File: src/rtl/draw_scheduler.sv
// Walks a triangle list in vertex RAM, feeds three vertices at a time into the draw
// datapath and presents settled screen-space triangles. Optional culling: DRAW_BACKFACE_CULL_EN.
module draw_scheduler #(
    parameter int TRI_W    = 10,
    parameter int ADDR_W   = 12,
    parameter int DRAW_LAT = 2
) (
    input  logic              Clk,
    input  logic              Reset,
    input  logic              start,
    input  logic [TRI_W-1:0]  tri_count,
    output logic              busy,
    output logic              done,
    output logic [ADDR_W-1:0] vtx_addr,
    output logic              vtx_rd,
    input  logic [63:0]       vtx_data,
    output logic [63:0]       vertex_a,
    output logic [63:0]       vertex_b,
    output logic [63:0]       vertex_c,
    input  logic [31:0]       draw_v1,
    input  logic [31:0]       draw_v2,
    input  logic [31:0]       draw_v3,
    output logic              tri_valid,
    input  logic              tri_ready,
    output logic [31:0]       tri_v1,
    output logic [31:0]       tri_v2,
    output logic [31:0]       tri_v3,
    output logic [TRI_W-1:0]  tri_index,
`ifdef DRAW_BACKFACE_CULL_EN
    output logic [TRI_W-1:0]  culled_cnt,
`endif
    output logic [3:0]        state_o
);

    localparam int CNT_W = (DRAW_LAT > 1) ? $clog2(DRAW_LAT) : 1;

    typedef enum logic [3:0] {
        S_IDLE    = 4'd0,
        S_RD_A    = 4'd1,
        S_RD_B    = 4'd2,
        S_RD_C    = 4'd3,
        S_CAP_C   = 4'd4,
        S_SETTLE  = 4'd5,
        S_CULL    = 4'd6,
        S_PRESENT = 4'd7,
        S_DONE    = 4'd8
    } state_t;

    state_t            state_q, state_d;
    logic [TRI_W-1:0]  count_q, count_d;
    logic [TRI_W-1:0]  idx_q, idx_d;
    logic [TRI_W-1:0]  tri_index_q, tri_index_d;
    logic [ADDR_W-1:0] base_q, base_d;
    logic [CNT_W-1:0]  settle_q, settle_d;
    logic [63:0]       vertex_a_q, vertex_a_d;
    logic [63:0]       vertex_b_q, vertex_b_d;
    logic [63:0]       vertex_c_q, vertex_c_d;
    logic [31:0]       tri_v1_q, tri_v1_d;
    logic [31:0]       tri_v2_q, tri_v2_d;
    logic [31:0]       tri_v3_q, tri_v3_d;
    logic              last_tri;
    logic              advance;

    assign last_tri = (idx_q == count_q - TRI_W'(1));

`ifdef DRAW_BACKFACE_CULL_EN
    logic [TRI_W-1:0]   culled_q, culled_d;
    logic signed [16:0] dx21, dy31, dy21, dx31;
    logic signed [33:0] prod_a, prod_b;
    logic signed [34:0] area;

    // Full-precision signed area of the latched screen triangle; positive means CCW.
    always_comb begin
        dx21   = 17'($signed(tri_v2_q[15:0]))  - 17'($signed(tri_v1_q[15:0]));
        dy31   = 17'($signed(tri_v3_q[31:16])) - 17'($signed(tri_v1_q[31:16]));
        dy21   = 17'($signed(tri_v2_q[31:16])) - 17'($signed(tri_v1_q[31:16]));
        dx31   = 17'($signed(tri_v3_q[15:0]))  - 17'($signed(tri_v1_q[15:0]));
        prod_a = 34'(dx21) * 34'(dy31);
        prod_b = 34'(dy21) * 34'(dx31);
        area   = 35'(prod_a) - 35'(prod_b);
    end

    always_ff @(posedge Clk) begin
        if (Reset) culled_q <= '0;
        else       culled_q <= culled_d;
    end

    assign culled_cnt = culled_q;
`endif

    always_comb begin
        state_d     = state_q;
        count_d     = count_q;
        idx_d       = idx_q;
        tri_index_d = tri_index_q;
        base_d      = base_q;
        settle_d    = settle_q;
        vertex_a_d  = vertex_a_q;
        vertex_b_d  = vertex_b_q;
        vertex_c_d  = vertex_c_q;
        tri_v1_d    = tri_v1_q;
        tri_v2_d    = tri_v2_q;
        tri_v3_d    = tri_v3_q;
        advance     = 1'b0;
`ifdef DRAW_BACKFACE_CULL_EN
        culled_d    = culled_q;
`endif
        case (state_q)
            S_IDLE: begin
                if (start) begin
                    count_d = tri_count;
                    idx_d   = '0;
                    base_d  = '0;
`ifdef DRAW_BACKFACE_CULL_EN
                    culled_d = '0;
`endif
                    state_d = (tri_count == '0) ? S_DONE : S_RD_A;
                end
            end
            S_RD_A: state_d = S_RD_B;
            // RAM data lags the address by one cycle, so each capture trails its read.
            S_RD_B: begin
                vertex_a_d = vtx_data;
                state_d    = S_RD_C;
            end
            S_RD_C: begin
                vertex_b_d = vtx_data;
                state_d    = S_CAP_C;
            end
            S_CAP_C: begin
                vertex_c_d = vtx_data;
                settle_d   = CNT_W'(DRAW_LAT - 1);
                state_d    = S_SETTLE;
            end
            S_SETTLE: begin
                if (settle_q == '0) begin
                    tri_v1_d    = draw_v1;
                    tri_v2_d    = draw_v2;
                    tri_v3_d    = draw_v3;
                    tri_index_d = idx_q;
`ifdef DRAW_BACKFACE_CULL_EN
                    state_d     = S_CULL;
`else
                    state_d     = S_PRESENT;
`endif
                end else begin
                    settle_d = settle_q - CNT_W'(1);
                end
            end
`ifdef DRAW_BACKFACE_CULL_EN
            S_CULL: begin
                if (area > 0) begin
                    state_d = S_PRESENT;
                end else begin
                    culled_d = culled_q + TRI_W'(1);
                    advance  = 1'b1;
                end
            end
`endif
            // tri_valid is high for the whole PRESENT state; a transfer happens on any
            // cycle where tri_valid and tri_ready are both high, and outputs hold until then.
            S_PRESENT: begin
                if (tri_ready) advance = 1'b1;
            end
            S_DONE:  state_d = S_IDLE;
            default: state_d = S_IDLE;
        endcase

        if (advance) begin
            idx_d   = idx_q + TRI_W'(1);
            base_d  = base_q + ADDR_W'(3);
            state_d = last_tri ? S_DONE : S_RD_A;
        end
    end

    always_ff @(posedge Clk) begin
        if (Reset) begin
            state_q     <= S_IDLE;
            count_q     <= '0;
            idx_q       <= '0;
            tri_index_q <= '0;
            base_q      <= '0;
            settle_q    <= '0;
            vertex_a_q  <= '0;
            vertex_b_q  <= '0;
            vertex_c_q  <= '0;
            tri_v1_q    <= '0;
            tri_v2_q    <= '0;
            tri_v3_q    <= '0;
        end else begin
            state_q     <= state_d;
            count_q     <= count_d;
            idx_q       <= idx_d;
            tri_index_q <= tri_index_d;
            base_q      <= base_d;
            settle_q    <= settle_d;
            vertex_a_q  <= vertex_a_d;
            vertex_b_q  <= vertex_b_d;
            vertex_c_q  <= vertex_c_d;
            tri_v1_q    <= tri_v1_d;
            tri_v2_q    <= tri_v2_d;
            tri_v3_q    <= tri_v3_d;
        end
    end

    always_comb begin
        vtx_addr = '0;
        case (state_q)
            S_RD_A:  vtx_addr = base_q;
            S_RD_B:  vtx_addr = base_q + ADDR_W'(1);
            S_RD_C:  vtx_addr = base_q + ADDR_W'(2);
            default: vtx_addr = '0;
        endcase
    end

    assign vtx_rd    = (state_q == S_RD_A) || (state_q == S_RD_B) || (state_q == S_RD_C);
    assign busy      = (state_q != S_IDLE);
    assign done      = (state_q == S_DONE);
    assign tri_valid = (state_q == S_PRESENT);
    assign vertex_a  = vertex_a_q;
    assign vertex_b  = vertex_b_q;
    assign vertex_c  = vertex_c_q;
    assign tri_v1    = tri_v1_q;
    assign tri_v2    = tri_v2_q;
    assign tri_v3    = tri_v3_q;
    assign tri_index = tri_index_q;
    assign state_o   = state_q;

endmodule

File: config.mk
export PLATFORM = sky130hd
export DESIGN_NAME = draw_scheduler
export DESIGN_NICKNAME = d
export VERILOG_FILES = /design/src/rtl/draw_scheduler.sv
export SDC_FILE = /design/constraint.sdc
export NUM_CORES = 1
export LEC_CHECK = 0
export CAP_MARGIN = 10
export CORE_ASPECT_RATIO = 1.1
export CORE_MARGIN = 8
export CORE_UTILIZATION = 40
export DETAILED_ROUTE_END_ITERATION = 8
export GPL_TIMING_DRIVEN = 0
export MAX_ROUTING_LAYER = met4
export PLACE_DENSITY = 0.76
export SYNTH_ARGS = -nofsm -noshare
export SYNTH_HDL_FRONTEND = slang
export SYNTH_SLANG_ARGS = --single-unit
export TNS_END_PERCENT = 20
File: constraint.sdc
create_clock -name Clk -period 1.87 [get_ports Clk]
set_input_delay 0.187 -clock Clk [delete_from_list [all_inputs] [get_ports Clk]]
set_output_delay 0.187 -clock Clk [all_outputs]
set_load 0.01 [all_outputs]
[After elaboration in Yosys (flattened, before gate mapping)]
Cells that the tools add are included.
Storage, ports and cells
  word-level logic and storage cells: 59
  bits of input ports: 174
  flip-flop bits (word level): 335
  memory bits (read-only): 0
  memories kept: 0
  output and inout bits: 318
  latch bits: 0
  RAM bits: 0
Operators by class
  order comparisons: 0
  multiplexer cells: 17
  reductions and logical operators: 12
  equality and inequality tests: 11
  divide/modulo/power cells: 0
  shifts and indexed selects: 0
  multiply operators: 0
  add/subtract/negate cells: 6
  bitwise operators: 1
Operator list (count)
  $mux W12: 3
  $pmux W12 S3: 1
  $mux W10: 3
  $pmux W4 S7: 1
  $add A12 B2 Y12 const B: 2
  $mux W4: 5
  $add A12 B1 Y12 const B: 1
  $eq A4 B3 Y1 const B: 3
  $add A10 B1 Y10 const B: 1
  $eq A10 B10 Y1: 1
  $logic_not A10 Y1: 1
  $sub A10 B1 Y10 const B: 1
  $eq A4 B2 Y1 const B: 2
  $ne A3 B3 Y1 const B: 2
  $reduce_and A2 Y1: 3
  $reduce_bool A2 Y1: 3
  $eq A4 B1 Y1 const B: 1
  $eq A4 B4 Y1 const B: 1
  $logic_not A4 Y1: 1
  $reduce_bool A4 Y1: 1
  $mux W1: 3
  $reduce_and A3 Y1: 1
  $logic_or A1 B1 Y1: 2
  $ne A2 B1 Y1 const B: 1
  3 further kinds: 3

[Logic depth before layout (Yosys ltp)]
  depth after elaboration: 5
  mapped depth: 9

[Worst setup path after synthesis]
No wires, ideal clock.
  path kind: flip-flop to output port
  start: register state_q[2], in the netlist state_o[2]
  end: output port vtx_addr[7]
  path buffers: 3
  path slack: -0.053 ns
  arrival time: 1.736 ns
  stages on the path, launching flop included: 7
  path through: dfxtp_1 > buf_4 > clkbuf_1 > nor3_2 > clkbuf_1 > a222oi_1 > nor3b_1
On the way
  word-level cells in the longest chain between the ends: 2
  elaborated cells between the ends (all ways): 4
Ends and longest elaborated chain
  start: declaration: line 49  | state_t state_q, state_d;
  start signal: assignment: line 191  | state_q <= state_d;
  $eq A4 B2 Y1 or $eq A4 B1 Y1 (tied branches): line 208  | case (state_q)
  $pmux W12 S3 *: line 208
  end: declaration: line 14  | output logic [ADDR_W-1:0] vtx_addr,
Mark *: on every way between the ends. The rest lies on a longest branch, timed or not.

[Worst setup path in the final report]
  start: register base_q[2]
  end: output port vtx_addr[7]
On the way
  word-level cells in the longest chain between the ends: 2
  elaborated cells between the ends (all ways): 3
Ends and longest elaborated chain
  start: declaration: line 53  | logic [ADDR_W-1:0] base_q, base_d;
  start signal: assignment: line 195  | base_q <= base_d;
  $add A12 B2 Y12 or $add A12 B1 Y12 (tied branches): line 211, 210
  $pmux W12 S3 *: line 208
Marks and branches as above.

==> impl_metrics.env <==
export IMPL_status="finished, violations left"
export IMPL_violations="setup timing"
export IMPL_via_per_inst=5.22
export IMPL_die_h_um=203
export IMPL_rsz0062_at_grt="yes"
export IMPL_final_area_mm2=0.0205
export IMPL_worst_pin_slew_ns=0.885
export IMPL_vdd_drop_max_mv=0.739
export IMPL_cts_root_buffer="clkbuf_16"
export IMPL_cts_tree="done"
export IMPL_grt_util_all_layers_pct=29.1
export IMPL_fin_worst_skew_ns=0.0140
export IMPL_synth_flop_cell="dfxtp_1"
export IMPL_num_vias=13963
export IMPL_ys_seq_area_share_pct=52.9
export IMPL_drive_gt1_share_pct=13.2
export IMPL_fillerInstances=2633
export IMPL_drtAntennaViolNets=0
export IMPL_grt_max_degree=14
export IMPL_grt_pass1_vias=14041
export IMPL_totalWireLength_um=56800
export IMPL_max_freq_ghz=0.423
export IMPL_ys_warn_count=0
export IMPL_synthCells=1647
export IMPL_slew_violations=0
export IMPL_insertion_delay_ns=0.51
export IMPL_die_w_um=186
export IMPL_pre_cts_ws_ns=-1.30
export IMPL_finalCritPeriodShare_pct=126
export IMPL_portBuffers=490
export IMPL_maxCapViolations=0
export IMPL_post_dp_cell_area_mm2=0.0181
export IMPL_r2r_start="state_o[0]$_SDFFE_PP0P_"
export IMPL_p_leak_nw=7.09
export IMPL_antenna_found_initial=1
export IMPL_worst_slack_ns=-0.493
export IMPL_finalHoldViolCount=0
export IMPL_required_ns=1.68
export IMPL_crit_end="vtx_addr[7]"
export IMPL_worst_r2r_cell_count=7
export IMPL_cts_max_level=2
export IMPL_final_setup_viol_count=116
export IMPL_grt_overflow=0
export IMPL_multiInputGateArea_mm2=0.00591
export IMPL_routedWlPerCell_um=21.2
export IMPL_area_delta_synth_final_pct=62.0
export IMPL_relSlewSlack_pct=41.0
export IMPL_grt_pass1_wl_um=82600
export IMPL_gp_congestion=0.933
export IMPL_seqCellArea_mm2=0.00674
export IMPL_startpoint="base_q[2]$_SDFFE_PP0P_"
export IMPL_start_util_pct=40.5
export IMPL_start_kind="flop"
export IMPL_numCtsBuffers=37
export IMPL_drt_pass1_iterations=5
export IMPL_critPathKind="reg2out"
export IMPL_synthArstFlopShare_pct=0
export IMPL_syn_area_per_cell_um2=7.70
export IMPL_coreArea_mm2=0.0313
export IMPL_num_rows=68
export IMPL_drc=0
export IMPL_cp_end_kind="output pin"
export IMPL_cp_arrival_ns=2.18
export IMPL_min_path_type="in2reg"
export IMPL_synth_nets=1827
export IMPL_synth_edff_count=0
export IMPL_clock_sinks=335
export IMPL_netlist_area_mm2=0.0127
export IMPL_crit_path_max_fanout=4
export IMPL_hpwl_um=42800
export IMPL_finalSetupTns_ns=-7.39
export IMPL_worstReg2RegEnd="tri_v2[13]$_SDFFE_PP0P_"
export IMPL_period_needed_ns=2.36
export IMPL_final_nets=2411
export IMPL_clk_pin_slew_ns=0.06
export IMPL_synth_seq_cells=335
export IMPL_synth_cell_types=58
export IMPL_r2r_setup_slack_ns=-0.08
export IMPL_clk_path_buf_depth=3
export IMPL_drt_iter0_drc=722
export IMPL_dieArea_mm2=0.0377
export IMPL_powerDensity_mw_per_mm2=957
export IMPL_io_pins=492
## synth_stat cells, types with 6 or more instances
| cell type | number | area (µm²) |
|---|---|---|
| buf_2 | 13 | 65.1 |
| nand3_1 | 16 | 80.1 |
| inv_1 | 8 | 30.0 |
| ha_1 | 6 | 75.1 |
| a21oi_1 | 331 | 1660 |
| clkbuf_1 | 100 | 375 |
| nand2b_1 | 6 | 37.5 |
| xnor2_1 | 18 | 158 |
| dfxtp_1 | 335 | 6710 |
| nor3_1 | 13 | 65.1 |
| o21ai_0 | 19 | 95.1 |
| nand2_1 | 648 | 2430 |
| nor2_1 | 35 | 131 |
## stage by stage
stage,cells,power [W],hold WS (ns),util [%]
CTS,2650,0.0194,0.212,64.1
detailed placement,2558,0.0118,0.446,57.9
global route,2676,0.0204,0.214,65.6
finish,2677,0.0197,0.226,65.6
floorplan,1647,0.00970,0.323,-
global placement,2557,0.0117,0.440,57.9
## area by class of cell
type,instances,share of cell area (%)
Inverter,8,0.158
Buffer,116,3.67
Clock buffer,53,5.30
Antenna cell,2,0.0244
Sequential cell,335,32.8
Tap cell,420,2.56
Timing Repair Buffer,552,26.2
Multi-Input combinational cell,1181,28.8
Clock inverter,10,0.548
## worst max-delay path, stage by stage (launching register included)
cell and delay (ns):
dfxtp_4 0.38, ha_4 0.14, and3_4 0.22, and2_4 0.17, a31oi_1 0.09, a222oi_1 0.38, nor3b_2 0.11, buf_2 0.16
## what timing repair did
item,CTS,global route
hold buffers,0,0
endpoints found under the hold margin,0,0
gates resized for setup,225,113
gates cloned,1,0
endpoints found under the setup margin,348,277
pin swaps,24,28
setup buffers,32,29
## layer usage
layer  routed length (µm)  vias up  share of wire [%]  global-route usage (%)
li1                     -     6581                  -                       -
met1                20200     6601                 36                    29.5
met2                28300      639                 50                    51.0
met3                 5640      142                9.9                    9.40
met4                 2640        0                4.6                    11.7
met5                    0        -                  0                       -
## how the worst min path moves through the flow
stage | to | start | cells after the start | slack, ns
2_1_floorplan | count_q[9]$_SDFFE_PP0P_ | tri_count[9] | 2 | 0.32
3_3_place_gp | vertex_a[52]$_SDFFE_PP0P_ | vertex_a[52]$_SDFFE_PP0P_ | 2 | 0.44
3_5_place_dp | vertex_a[23]$_SDFFE_PP0P_ | vertex_a[23]$_SDFFE_PP0P_ | 2 | 0.45
4_1_cts | tri_v1[1]$_SDFFE_PP0P_ | draw_v1[1] | 3 | 0.21
5_1_grt | tri_v1[1]$_SDFFE_PP0P_ | draw_v1[1] | 3 | 0.21
6_report | tri_v1[1]$_SDFFE_PP0P_ | draw_v1[1] | 3 | 0.23
## cell families (layout without fill, tap and decap cells)
kind of cell               count (synthesis)  count (layout)  synth area share [%]
adders and majority gates                  6               6                 0.592
and+or+nand+nor                          767             767                  24.6
xor gates and xnor gates                  22              22                  1.52
buffers and inverters                    131             739                  4.21
AOI/OAI and AO/OA                        383             383                  15.9
DFF                                      335             335                  52.9
other                                      0               2                     0
muxes                                      3               3                 0.247
## power by group
group / total (W) / switching [W] / internal [W]
sequential: 0.00789 / 0.000303 / 0.00759
combinational: 0.00450 / 0.00239 / 0.00211
clock: 0.00727 / 0.00295 / 0.00432
## registers in the layout, indices dropped and copies added (netlist names)
signal and count:
state_o 4, tri_index 10, tri_v1 32, vertex_b 64, vertex_c 64, idx_q 10
tri_v3 32, tri_v2 32, count_q 10, settle_q 1, base_q 12, vertex_a 64
## placed cells by master, fill, tap and decap left out, types with 13 or more instances in the layout
cell,count
clkbuf_2,18
clkbuf_16,41
a21oi_1,326
dfxtp_1,323
buf_4,60
xnor2_1,17
clkbuf_4,14
clkdlybuf4s50_1,473
nand3_1,13
buf_2,23
clkbuf_1,59
nor2_1,27
nand2_1,638
No activity file was read; power rests on OpenSTA's default activity.
